==> config.mk <==
export PLATFORM = sky130hd
export DESIGN_NAME = topo_spawner
export DESIGN_NICKNAME = d
export VERILOG_FILES = /design/src/rtl/topo_spawner.sv
export SDC_FILE = /design/constraint.sdc
export NUM_CORES = 1
export LEC_CHECK = 0
export CORE_ASPECT_RATIO = 0.7
export CORE_MARGIN = 1
export CORE_UTILIZATION = 55
export CTS_CLUSTER_SIZE = 25
export DETAILED_ROUTE_END_ITERATION = 16
export HOLD_SLACK_MARGIN = 0.06
export PLACE_DENSITY = 0.76
export SETUP_SLACK_MARGIN = 0.3
export SLEW_MARGIN = 0
export SYNTH_ARGS = -nofsm -noshare
export SYNTH_HDL_FRONTEND = slang
export SYNTH_SLANG_ARGS = --single-unit
==> constraint.sdc <==
create_clock -name clk -period 3 [get_ports clk]
set_input_delay 0.45 -clock clk [delete_from_list [all_inputs] [get_ports clk]]
set_output_delay 0.45 -clock clk [all_outputs]
set_load 0.01 [all_outputs]
==> src/rtl/topo_spawner.sv <==
// Whack-a-mole spawner: picks LFSR cells, strobes them to the board, times each hit window,
// and keeps score/miss counts with a window that tightens as the score grows.
module topo_spawner #(
    parameter logic [15:0] SEED          = 16'hACE1,
    parameter int unsigned WINDOW_CYCLES = 50_000_000,
    parameter int unsigned WINDOW_MIN    = 12_500_000,
    parameter int unsigned WINDOW_STEP   = 6_250_000,
    parameter int unsigned GAP_CYCLES    = 25_000_000,
    parameter int unsigned MAX_MISSES    = 3,
    parameter int unsigned SCORE_W       = 8
) (
    input  logic               clk,
    input  logic               reset,
    input  logic               start,
    input  logic               hit,
    output logic [3:0]         n_celda_poner_topo,
    output logic               poner_topo,
    output logic               topo_expire,
    output logic [SCORE_W-1:0] score,
    output logic [3:0]         misses,
    output logic               busy,
    output logic               game_over
);

    // An all-zero LFSR would lock up, so a zero seed is replaced by 1.
    localparam logic [15:0] SeedEff = (SEED == 16'h0000) ? 16'h0001 : SEED;

    typedef enum logic [2:0] {StIdle, StGap, StSpawn, StWait, StOver} state_t;

    state_t             r_state;
    logic [15:0]        r_lfsr;
    logic [31:0]        r_cnt;
    logic [31:0]        r_window_len;
    logic [3:0]         r_cell;
    logic [3:0]         r_last_cell;
    logic [2:0]         r_hits_mod8;
    logic [SCORE_W-1:0] r_score;
    logic [3:0]         r_misses;
    logic               r_poner;
    logic               r_expire;
    logic               r_busy;
    logic               r_game_over;

    logic [15:0]        w_lfsr_nxt;
    logic [3:0]         w_cand;
    logic [3:0]         w_cell;
    logic [3:0]         w_misses_nxt;

    always_comb begin
        w_lfsr_nxt   = (r_lfsr >> 1) ^ (r_lfsr[0] ? 16'hB400 : 16'h0000);
        w_cand       = r_lfsr[3:0];
        w_cell       = (w_cand == r_last_cell) ? w_cand + 4'd1 : w_cand;
        w_misses_nxt = r_misses + 4'd1;
    end

    always_ff @(posedge clk) begin
        if (reset) begin
            r_state      <= StIdle;
            r_lfsr       <= SeedEff;
            r_cnt        <= '0;
            r_window_len <= WINDOW_CYCLES;
            r_cell       <= '0;
            r_last_cell  <= '0;
            r_hits_mod8  <= '0;
            r_score      <= '0;
            r_misses     <= '0;
            r_poner      <= 1'b0;
            r_expire     <= 1'b0;
            r_busy       <= 1'b0;
            r_game_over  <= 1'b0;
        end else begin
            r_lfsr   <= w_lfsr_nxt;
            r_poner  <= 1'b0;
            r_expire <= 1'b0;
            case (r_state)
                StIdle, StOver: begin
                    if (start) begin
                        r_state      <= StGap;
                        r_cnt        <= '0;
                        r_score      <= '0;
                        r_misses     <= '0;
                        r_window_len <= WINDOW_CYCLES;
                        r_hits_mod8  <= '0;
                        r_busy       <= 1'b1;
                        r_game_over  <= 1'b0;
                    end
                end
                StGap: begin
                    if (r_cnt == GAP_CYCLES - 1) begin
                        r_cell  <= w_cell;
                        r_poner <= 1'b1;
                        r_cnt   <= '0;
                        r_state <= StSpawn;
                    end else begin
                        r_cnt <= r_cnt + 32'd1;
                    end
                end
                StSpawn: begin
                    r_last_cell <= r_cell;
                    r_cnt       <= '0;
                    r_state     <= StWait;
                end
                StWait: begin
                    // A hit on the final window cycle wins over the timeout.
                    if (hit) begin
                        if (r_score != '1) begin
                            r_score <= r_score + SCORE_W'(1);
                        end
                        r_hits_mod8 <= r_hits_mod8 + 3'd1;
                        if (r_hits_mod8 == 3'd7) begin
                            if (r_window_len >= WINDOW_MIN + WINDOW_STEP) begin
                                r_window_len <= r_window_len - WINDOW_STEP;
                            end else begin
                                r_window_len <= WINDOW_MIN;
                            end
                        end
                        r_cnt   <= '0;
                        r_state <= StGap;
                    end else if (r_cnt == r_window_len - 32'd1) begin
                        r_expire <= 1'b1;
                        r_misses <= w_misses_nxt;
                        r_cnt    <= '0;
                        if (w_misses_nxt == 4'(MAX_MISSES)) begin
                            r_state     <= StOver;
                            r_busy      <= 1'b0;
                            r_game_over <= 1'b1;
                        end else begin
                            r_state <= StGap;
                        end
                    end else begin
                        r_cnt <= r_cnt + 32'd1;
                    end
                end
                default: r_state <= StIdle;
            endcase
        end
    end

    assign n_celda_poner_topo = r_cell;
    assign poner_topo         = r_poner;
    assign topo_expire        = r_expire;
    assign score              = r_score;
    assign misses             = r_misses;
    assign busy               = r_busy;
    assign game_over          = r_game_over;

endmodule

# Word level (Yosys, flattened, before mapping)
# Index checks and enable logic that the tools add are counted.
# word_totals
regBits	110
output_inout_bits	20
inputBits	4
# op_classes
order_cmp	1
n_mux	41
addsub	7
n_eq_ne	19
reduce_logical	14
bitwise	3
# ops
op	n
2-to-1 mux 32 bit	8
case mux 32 bit (4 select lines)	1
case mux 32 bit (2 select lines)	1
adder 32 x 1 -> 32 bit, second input constant	1
equality test 32 x 25 -> 1 bit, second input constant	1
equality test 32 bit	1
>= comparator 32 x 25 -> 1 bit, second input constant	1
subtractor 32 x 1 -> 32 bit, second input constant	1
subtractor 32 x 23 -> 32 bit, second input constant	1
2-to-1 mux 8 bit	3
2-to-1 mux 3 bit	7
2-to-1 mux 16 bit	1
2-to-1 mux 4 bit	4
inequality test 2 bit, second input constant	8
case mux 8 bit (2 select lines)	1
XOR 15 x 16 -> 16 bit	1
case mux 3 bit (4 select lines)	1
AND reduction 4 bit	3
2-to-1 mux 1 bit	10
adder 4 x 1 -> 4 bit, second input constant	2
adder 8 x 1 -> 8 bit, second input constant	1
inequality test 8 bit, second input constant	1
case mux 4 bit (2 select lines)	1
equality test 3 x 2 -> 1 bit, second input constant	2
other kinds (17)	23

# Depth between registers and ports, before layout
# Gate-level depths: netlist of the first run.
# depth
depth_word	6
depth_mapped	14
depth_no_buf	11

# Least setup slack after synthesis of the first run
# OpenSTA, ideal clock, no wires.
# synth_path
path_type	reg2reg
start	register r_window_len[4]
end	register r_cnt[0]
synth_period_minus_slack_ns	3.169
stages_incl_launch_ff	14
slack_ns	-0.169
arrival_ns	3.049
setup_ns	0.121
required_ns	2.879
cell_sequence	dfxtp_1 > inv_1 > ha_1 > buf_2 > nor4b_4 > nand2_1 > or4_1 > a22oi_2 > o2111ai_1 > nor4_4 > a21oi_2 > buf_6 > buf_6 > mux2_2
# synth_between
elab_chain_len	5
# synth_rtl
item	line_no	rtl
start: declaration	33	logic [31:0] r_window_len;
start signal: assignment	112	r_window_len <= r_window_len - WINDOW_STEP;
subtractor 32 x 1 -> 32 bit	119	end else if (r_cnt == r_window_len - 32'd1) begin
equality test 32 bit	119	
2-to-1 mux 32 bit	119	
2-to-1 mux 32 bit	105	if (hit) begin
case mux 32 bit (4 select lines)	75	case (r_state)
end signal: assignment	95	r_cnt <= r_cnt + 32'd1;
end signal: assignment	131	r_cnt <= r_cnt + 32'd1;
end: declaration	32	logic [31:0] r_cnt;
# No other way between the ends.
# A chain may end at the register's enable or synchronous reset.

# Final worst setup path of the first run
# layout_path
start	register r_window_len[4]
end	register r_cnt[12]
# Same word-level chain as after synthesis.

==> results.py, run 1 <==
metrics = {
    "timing": {
        "slew_headroom_pct": 54.06,
        "period_share_pct": 104.9,
        "setup_viol": 40,
        "hold_viol": 0,
        "worst_slack_ps": -147.8,
        "timing.fmax_ghz": 0.3177,
        "tightest_slew_ps": 682.8,
        "fin_setup_tns_ps": -3108,
        "rsz0062_at_grt": "yes",
        "period_minus_slack_ps": 3148,
        "drv_slew": 0,
        "skew_ps": 7.036,
    },
    "setup_path": {
        "crit_required_ps": 3220,
        "critPathMaxFanout": 5,
        "worstPathArrival_ps": 3370,
        "endpoint_kind": "flip-flop",
        "critPathKind": "flip-flop to flip-flop",
        "rr_worst_depth": 14,
        "startpoint_type": "flip-flop",
    },
    "drt": {
        "wirelength_um": 18670,
        "vias_per_cell": 6.171,
        "firstDrtPassIters": 6,
        "drc": 0,
        "drtIter0Drc": 610,
        "num_vias": 6430,
        "avgRoutedWirePerCell_um": 17.92,
        "antenna_left": 0,
    },
    "synthesis": {
        "syn_area_um2": 6312,
        "netlist.area_leader.share_pct": 33.62,
        "ys_ff_latch": 106,
        "ys_types": 76,
        "synth-seq-area-share_pct": 33.62,
        "avgSynthCellArea_um2": 7.930,
        "yosysTopAreaCell": "dfxtp_1",
        "synth_top_flop_cell": "dfxtp_1",
        "syn_nets": 810,
        "synth.yosys.warnings": 0,
        "async_flop_share_pct": 0,
        "synth_area_leaders": "dfxtp_1 (34%), nor2_1 (5.1%), nand2_1 (4.5%)",
        "syn_inst": 796,
        "synth_edf_count": 0,
    },
    "grt": {
        "overflow": 0,
        "grt_usage_pct": 31.84,
        "grt_max_degree": 42,
        "grt_first_pass_wirelength_um": 29580,
        "antenna_found_initial": 0,
        "grt_pass1_vias": 5939,
    },
    "clock_network": {
        "clk_pin_slew_ps": 80,
        "root_buffer": "clkbuf_16",
        "htree_levels": 3,
        "cts_tree": "yes",
        "clock_sinks": 106,
        "ctsHoldBuffers": 0,
        "cts_buffers": 9,
        "cts_buffer_depth": 2,
        "clk_latency_ps": 350,
    },
    "final_layout": {
        "area_growth_syn_to_layout_pct": 26.80,
        "layout_common_cells": "dfxtp_1 (103), buf_4 (90), nor2_1 (84)",
        "insertedDiodeCount": 0,
        "design_area_um2": 8004,
        "fin_nets": 898,
        "drive_gt1_share_pct": 22.50,
        "final_common_cell": "dfxtp_1",
        "fill_cells": 858,
    },
    "status": {
        "violations": "setup timing",
        "status": "finished with violations",
    },
    "placed_design": {
        "postPlaceCellArea_um2": 7300,
        "gp_congestion": 0.9461,
        "dp_hpwl_um": 13580,
        "numPortBuffers": 23,
    },
    "worst_hold_path": {
        "min_path_type": "flip-flop to flip-flop",
        "min_path_cells": 1,
    },
    "power": {
        "vdd_drop_max_uv": 291.4,
        "power_leakage_nw": 3.028,
        "power_density_nw_per_um2": 382.0,
    },
    "die": {
        "die-area_um2": 11920,
        "die_h_um": 91.63,
        "start_util_pct": 56.92,
        "ios": 24,
        "core_region_area_um2": 11090,
        "num_rows": 32,
        "die_w_um": 130.0,
    },
    "run": {
        "drv_cap": 0,
    },
}
==> routing by layer <==
| layer | vias up | global-route usage (%) | part of all wire [%] |
|---|---|---|---|
| li1 | 3067 | - | - |
| met1 | 3035 | 45.19 | 46 |
| met2 | 291 | 47.92 | 44 |
| met3 | 37 | 6.826 | 7.8 |
| met4 | 0 | 9.593 | 2.2 |
| met5 | - | 0 | 0 |
==> final timing paths <==
kind	from	endpoint	slack, ps
min reg2reg	r_lfsr[8]$_SDFF_PP0_	r_lfsr[7]$_SDFF_PP1_	420
max reg2reg	r_window_len[4]$_SDFFE_PP0P_	r_cnt[12]$_SDFFE_PP0P_	-150
max	r_window_len[4]$_SDFFE_PP0P_	r_cnt[12]$_SDFFE_PP0P_	-150
min	r_lfsr[8]$_SDFF_PP0_	r_lfsr[7]$_SDFF_PP1_	420
==> flip-flops by register name, indices dropped and copies added, names as in the netlist, 4 cells and up <==
register,cells
r_cnt,32
r_window_len,28
r_lfsr,16
score,8
misses,4
n_celda_poner_topo,4
r_last_cell,4
==> cell usage after synthesis (17+ instances only) <==
master    instances
dfxtp_1         106
nor2_1           86
nand2_1          76
a21oi_1          55
nand3_1          43
clkbuf_1         35
xor2_1           32
a31oi_1          28
xnor2_1          27
o21ai_0          26
nor3_1           20
nand2b_1         18
and3_1           17
==> layout make-up <==
type	count	area [um^2]	share of cell area (%)
clock buffer	9	225.2	2.814
clock inverter	7	93.84	1.172
inverter	16	60.06	0.7504
multi-input combinational	625	4207	52.56
sequential	106	2126	26.56
tap	153	191.4	2.392
timing repair buffer	126	1101	13.76
==> worst max-delay path, stage by stage (launching register included) <==
cell and delay (ps):
dfxtp_2 330, inv_2 70, ha_4 140, or4b_4 470, buf_4 180, nor3b_4 220
o41ai_1 110, a22oi_1 270, nor4b_2 290, and3_1 280, a21oi_4 110, buf_6 160
buf_8 130, or2b_1 160, a31oi_1 90
==> kinds of logic after synthesis <==
family / Yosys count / synth area share (%)
compound gates: 186 / 18.93
xor+xnor: 60 / 8.543
buf+inv: 65 / 4.717
simple gates: 357 / 30.23
mux: 12 / 1.982
fa+ha+maj: 10 / 1.982
flops: 106 / 33.62
==> through the flow <==
stage	hold WS [ps]	cells	power [W]	util [%]	setup slack [ps]
CTS	416.8	1039	0.003041	70.33	-142.0
global route	437.4	1042	0.003144	72.17	-275.0
floorplan	389.5	796	0.001687	-	-105.8
detailed placement	398.5	1016	0.001779	65.82	-261.3
finish	416.9	1042	0.003057	72.17	-147.8
global placement	397.9	1016	0.001770	65.82	-232.8
==> where the power goes <==
group / switching, W / internal, W / leakage, nW
combinational: 0.000187 / 0.000140 / 2.01
sequential: 0.0000270 / 0.00144 / 0.862
clock: 0.000597 / 0.000672 / 0.153
==> repair_timing <==
item | 4_1_cts | 5_1_grt
pin swaps | 18 | 13
gates cloned | 0 | 3
resized for setup | 36 | 28
setup endpoints to repair | 47 | 69
setup buffers | 7 | 0
Power figures use the tool's default switching activity.
==> inputs of run 2 (changes only) <==
Settings changed: CTS_CLUSTER_DIAMETER set to 120.
==> results of run 2 <==
Same layout as run 1: the final DEF is identical, and so are final timing and power.
==> inputs of run 3 (changes only) <==
Settings changed: TNS_END_PERCENT set to 50.
==> run 3 against run 2 <==
  * The run still ends with setup timing left
  * Sequential cell count unchanged
  * Clock skew is 5.4 ps higher
  * Hold slack got worse by 5.2 ps
  * Power down 0.75%
  * Design area rose by 0.39%
  * Critical path depth fell by 1
  * Worst setup slack worse by 52 ps
  * Critical path type unchanged
  * Wire length grew 5.3%
  * Via count is 1.5% higher
==> results.py, run 3 (synthesis gave the netlist of run 1 again) <==
metrics = {
    "clock_network": {
        "cts_tree": "yes",
        "clk_latency_ps": 360,
        "cts_buffer_depth": 2,
        "clock_sinks": 106,
        "htree_levels": 3,
        "clk_pin_slew_ps": 80,
        "cts_buffers": 9,
        "root_buffer": "clkbuf_16",
    },
    "setup_path": {
        "crit_chain": "nor4_4 > buf_4 > nand2_1 > o311a_1 > a311o_1 > o21ai_2 > nor4_4 > buf_4 > a21oi_4 > buf_4 > buf_12 > or2b_1 > a31oi_1",
        "critPathKind": "flip-flop to flip-flop",
        "rr_worst_depth": 13,
        "endpoint_kind": "flip-flop",
        "r2r-end": "r_cnt[26]$_SDFFE_PP0P_",
        "cp.depth": 13,
        "critPathSlowestCell": "nor4_4",
        "slowest_delay_ps": 370,
        "worstPathArrival_ps": 3480,
        "r2r-start": "r_window_len[17]$_SDFFE_PP1P_",
        "critPathMaxFanout": 20,
        "crit_buf_inv": 4,
        "cp_top_family": "compound AO/OA/AOI/OAI gates",
        "crit_required_ps": 3280,
        "worst-r2r-setup-slack_ps": -200,
        "startpoint_type": "flip-flop",
        "cp_common_cell": "buf_4",
    },
    "drt": {
        "num_vias": 6525,
        "antenna_left": 0,
        "drtIter0Drc": 662,
        "firstDrtPassIters": 5,
        "avgRoutedWirePerCell_um": 18.68,
        "drc": 0,
        "wirelength_um": 19660,
        "vias_per_cell": 6.202,
    },
    "final_layout": {
        "final_common_cell": "buf_4",
        "insertedDiodeCount": 0,
        "utilization_pct": 72.45,
        "top_register": "r_cnt",
        "fin_nets": 908,
        "area_growth_syn_to_layout_pct": 27.29,
        "drive_gt1_share_pct": 23.47,
        "largest_registers": "r_cnt (32), r_window_len (28), r_lfsr (16)",
        "fin_cells": 1052,
        "largest_register_ffs": 32,
        "layout_common_cells": "buf_4 (101), dfxtp_1 (100), nor2_1 (85)",
    },
    "timing": {
        "tightest_slew_ps": 804.5,
        "timing.fmax_ghz": 0.3125,
        "slew_headroom_pct": 45.87,
        "period_share_pct": 106.7,
        "period_minus_slack_ps": 3200,
        "hold_viol": 0,
        "skew_ps": 12.48,
        "hold_slack_ps": 411.7,
        "fin_setup_tns_ps": -4154,
        "worst_slack_ps": -200.1,
        "setup_viol": 41,
        "rsz0062_at_grt": "yes",
        "drv_slew": 0,
    },
    "grt": {
        "antenna_found_initial": 0,
        "grt_max_degree": 35,
        "overflow": 0,
        "grt_first_pass_wirelength_um": 31400,
        "grt_pass1_vias": 6041,
        "grt_usage_pct": 33.99,
    },
    "power": {
        "power_density_nw_per_um2": 377.7,
        "finalPower_w": 0.003035,
        "pwr-share-seq_pct": 48.3,
        "swShare_pct": 27.94,
        "vdd_drop_max_uv": 410.3,
        "p_sw_w": 0.0008478,
        "clockPowerShare_pct": 40.8,
        "p_comb_share_pct": 10.9,
        "power_leakage_nw": 3.039,
        "internal_power_w": 0.002187,
    },
    "worst_hold_path": {
        "min_to": "r_lfsr[11]$_SDFF_PP1_",
        "min_from": "r_lfsr[12]$_SDFF_PP0_",
        "min_path_cells": 1,
        "min_path_type": "flip-flop to flip-flop",
    },
    "die": {
        "ios": 24,
        "die_h_um": 91.63,
        "die_w_um": 130.0,
        "start_util_pct": 56.92,
        "core_region_area_um2": 11090,
        "die-area_um2": 11920,
        "num_rows": 32,
    },
    "run": {
        "drv_cap": 0,
    },
    "placed_design": {
        "numPortBuffers": 23,
        "dp_hpwl_um": 14480,
        "gp_congestion": 1.026,
        "dpl.cell_count": 1017,
    },
    "status": {
        "violations": "setup timing",
        "status": "finished with violations",
    },
}
==> run 3: cell types whose count changed in the layout (fill, tap and decap cells not counted), sizes merged <==
cell      change
buf          +13
bufinv        -1
clkbuf        -3
clkinvlp      -1
inv           +2
==> run 3: repair_timing <==
action | in CTS | in global routing
pin swaps | 18 | 14
endpoints found under the setup margin | 50 | 62
hold buffers | 0 | 0
buffers inserted | 12 | 6
cloned | 1 | 0
gates resized for setup | 30 | 36
==> run 3: how the worst max path moves through the flow <==
stage                                   from                     end  slack [ps]
2_1_floorplan   r_window_len[4]$_SDFFE_PP0P_   r_cnt[0]$_SDFFE_PP0P_        -110
5_1_grt         r_window_len[4]$_SDFFE_PP0P_   r_cnt[3]$_SDFFE_PP0P_        -300
3_5_place_dp    r_window_len[6]$_SDFFE_PP0P_  r_cnt[26]$_SDFFE_PP0P_        -210
3_3_place_gp    r_window_len[6]$_SDFFE_PP0P_  r_cnt[24]$_SDFFE_PP0P_        -120
6_report       r_window_len[17]$_SDFFE_PP1P_  r_cnt[26]$_SDFFE_PP0P_        -200
4_1_cts         r_window_len[5]$_SDFFE_PP0P_   r_cnt[3]$_SDFFE_PP0P_        -190
==> run 3: stage by stage <==
step | instance area [um^2] | setup slack, ps
4_1_cts | 7851 | -185.9
6_report | 8035 | -200.1
5_1_grt | 8035 | -302.8
2_1_floorplan | 6412 | -105.8
3_5_place_dp | 7307 | -211.1
3_3_place_gp | 7307 | -124.1
==> run 3: layout make-up <==
cell class              count  area, um^2
well taps                 153       191.4
inverters                  16       60.06
clock inverters             7       93.84
clock buffers               9       225.2
multi-input cells         625        4183
repair buffers            136        1152
flip-flops and latches    106        2130
fillers                   840        3055
==> run 3: power groups by stage <==
stage          clock network, W  registers [W]  logic [W]
2_1_floorplan                 0        0.00148   0.000204
5_1_grt                 0.00131        0.00147   0.000353
3_3_place_gp                  0        0.00149   0.000278
3_5_place_dp                  0        0.00150   0.000288
6_report                0.00124        0.00147   0.000330
4_1_cts                 0.00126        0.00146   0.000305
==> run 3: routing by layer <==
metal  up-vias  wire [um]  track usage [%]
met2       307       8372            48.89
met1      3112       9033            49.25
met5         -          0                0
li1       3073          -                -
met3        33       1924            9.335
met4         0        325            9.012
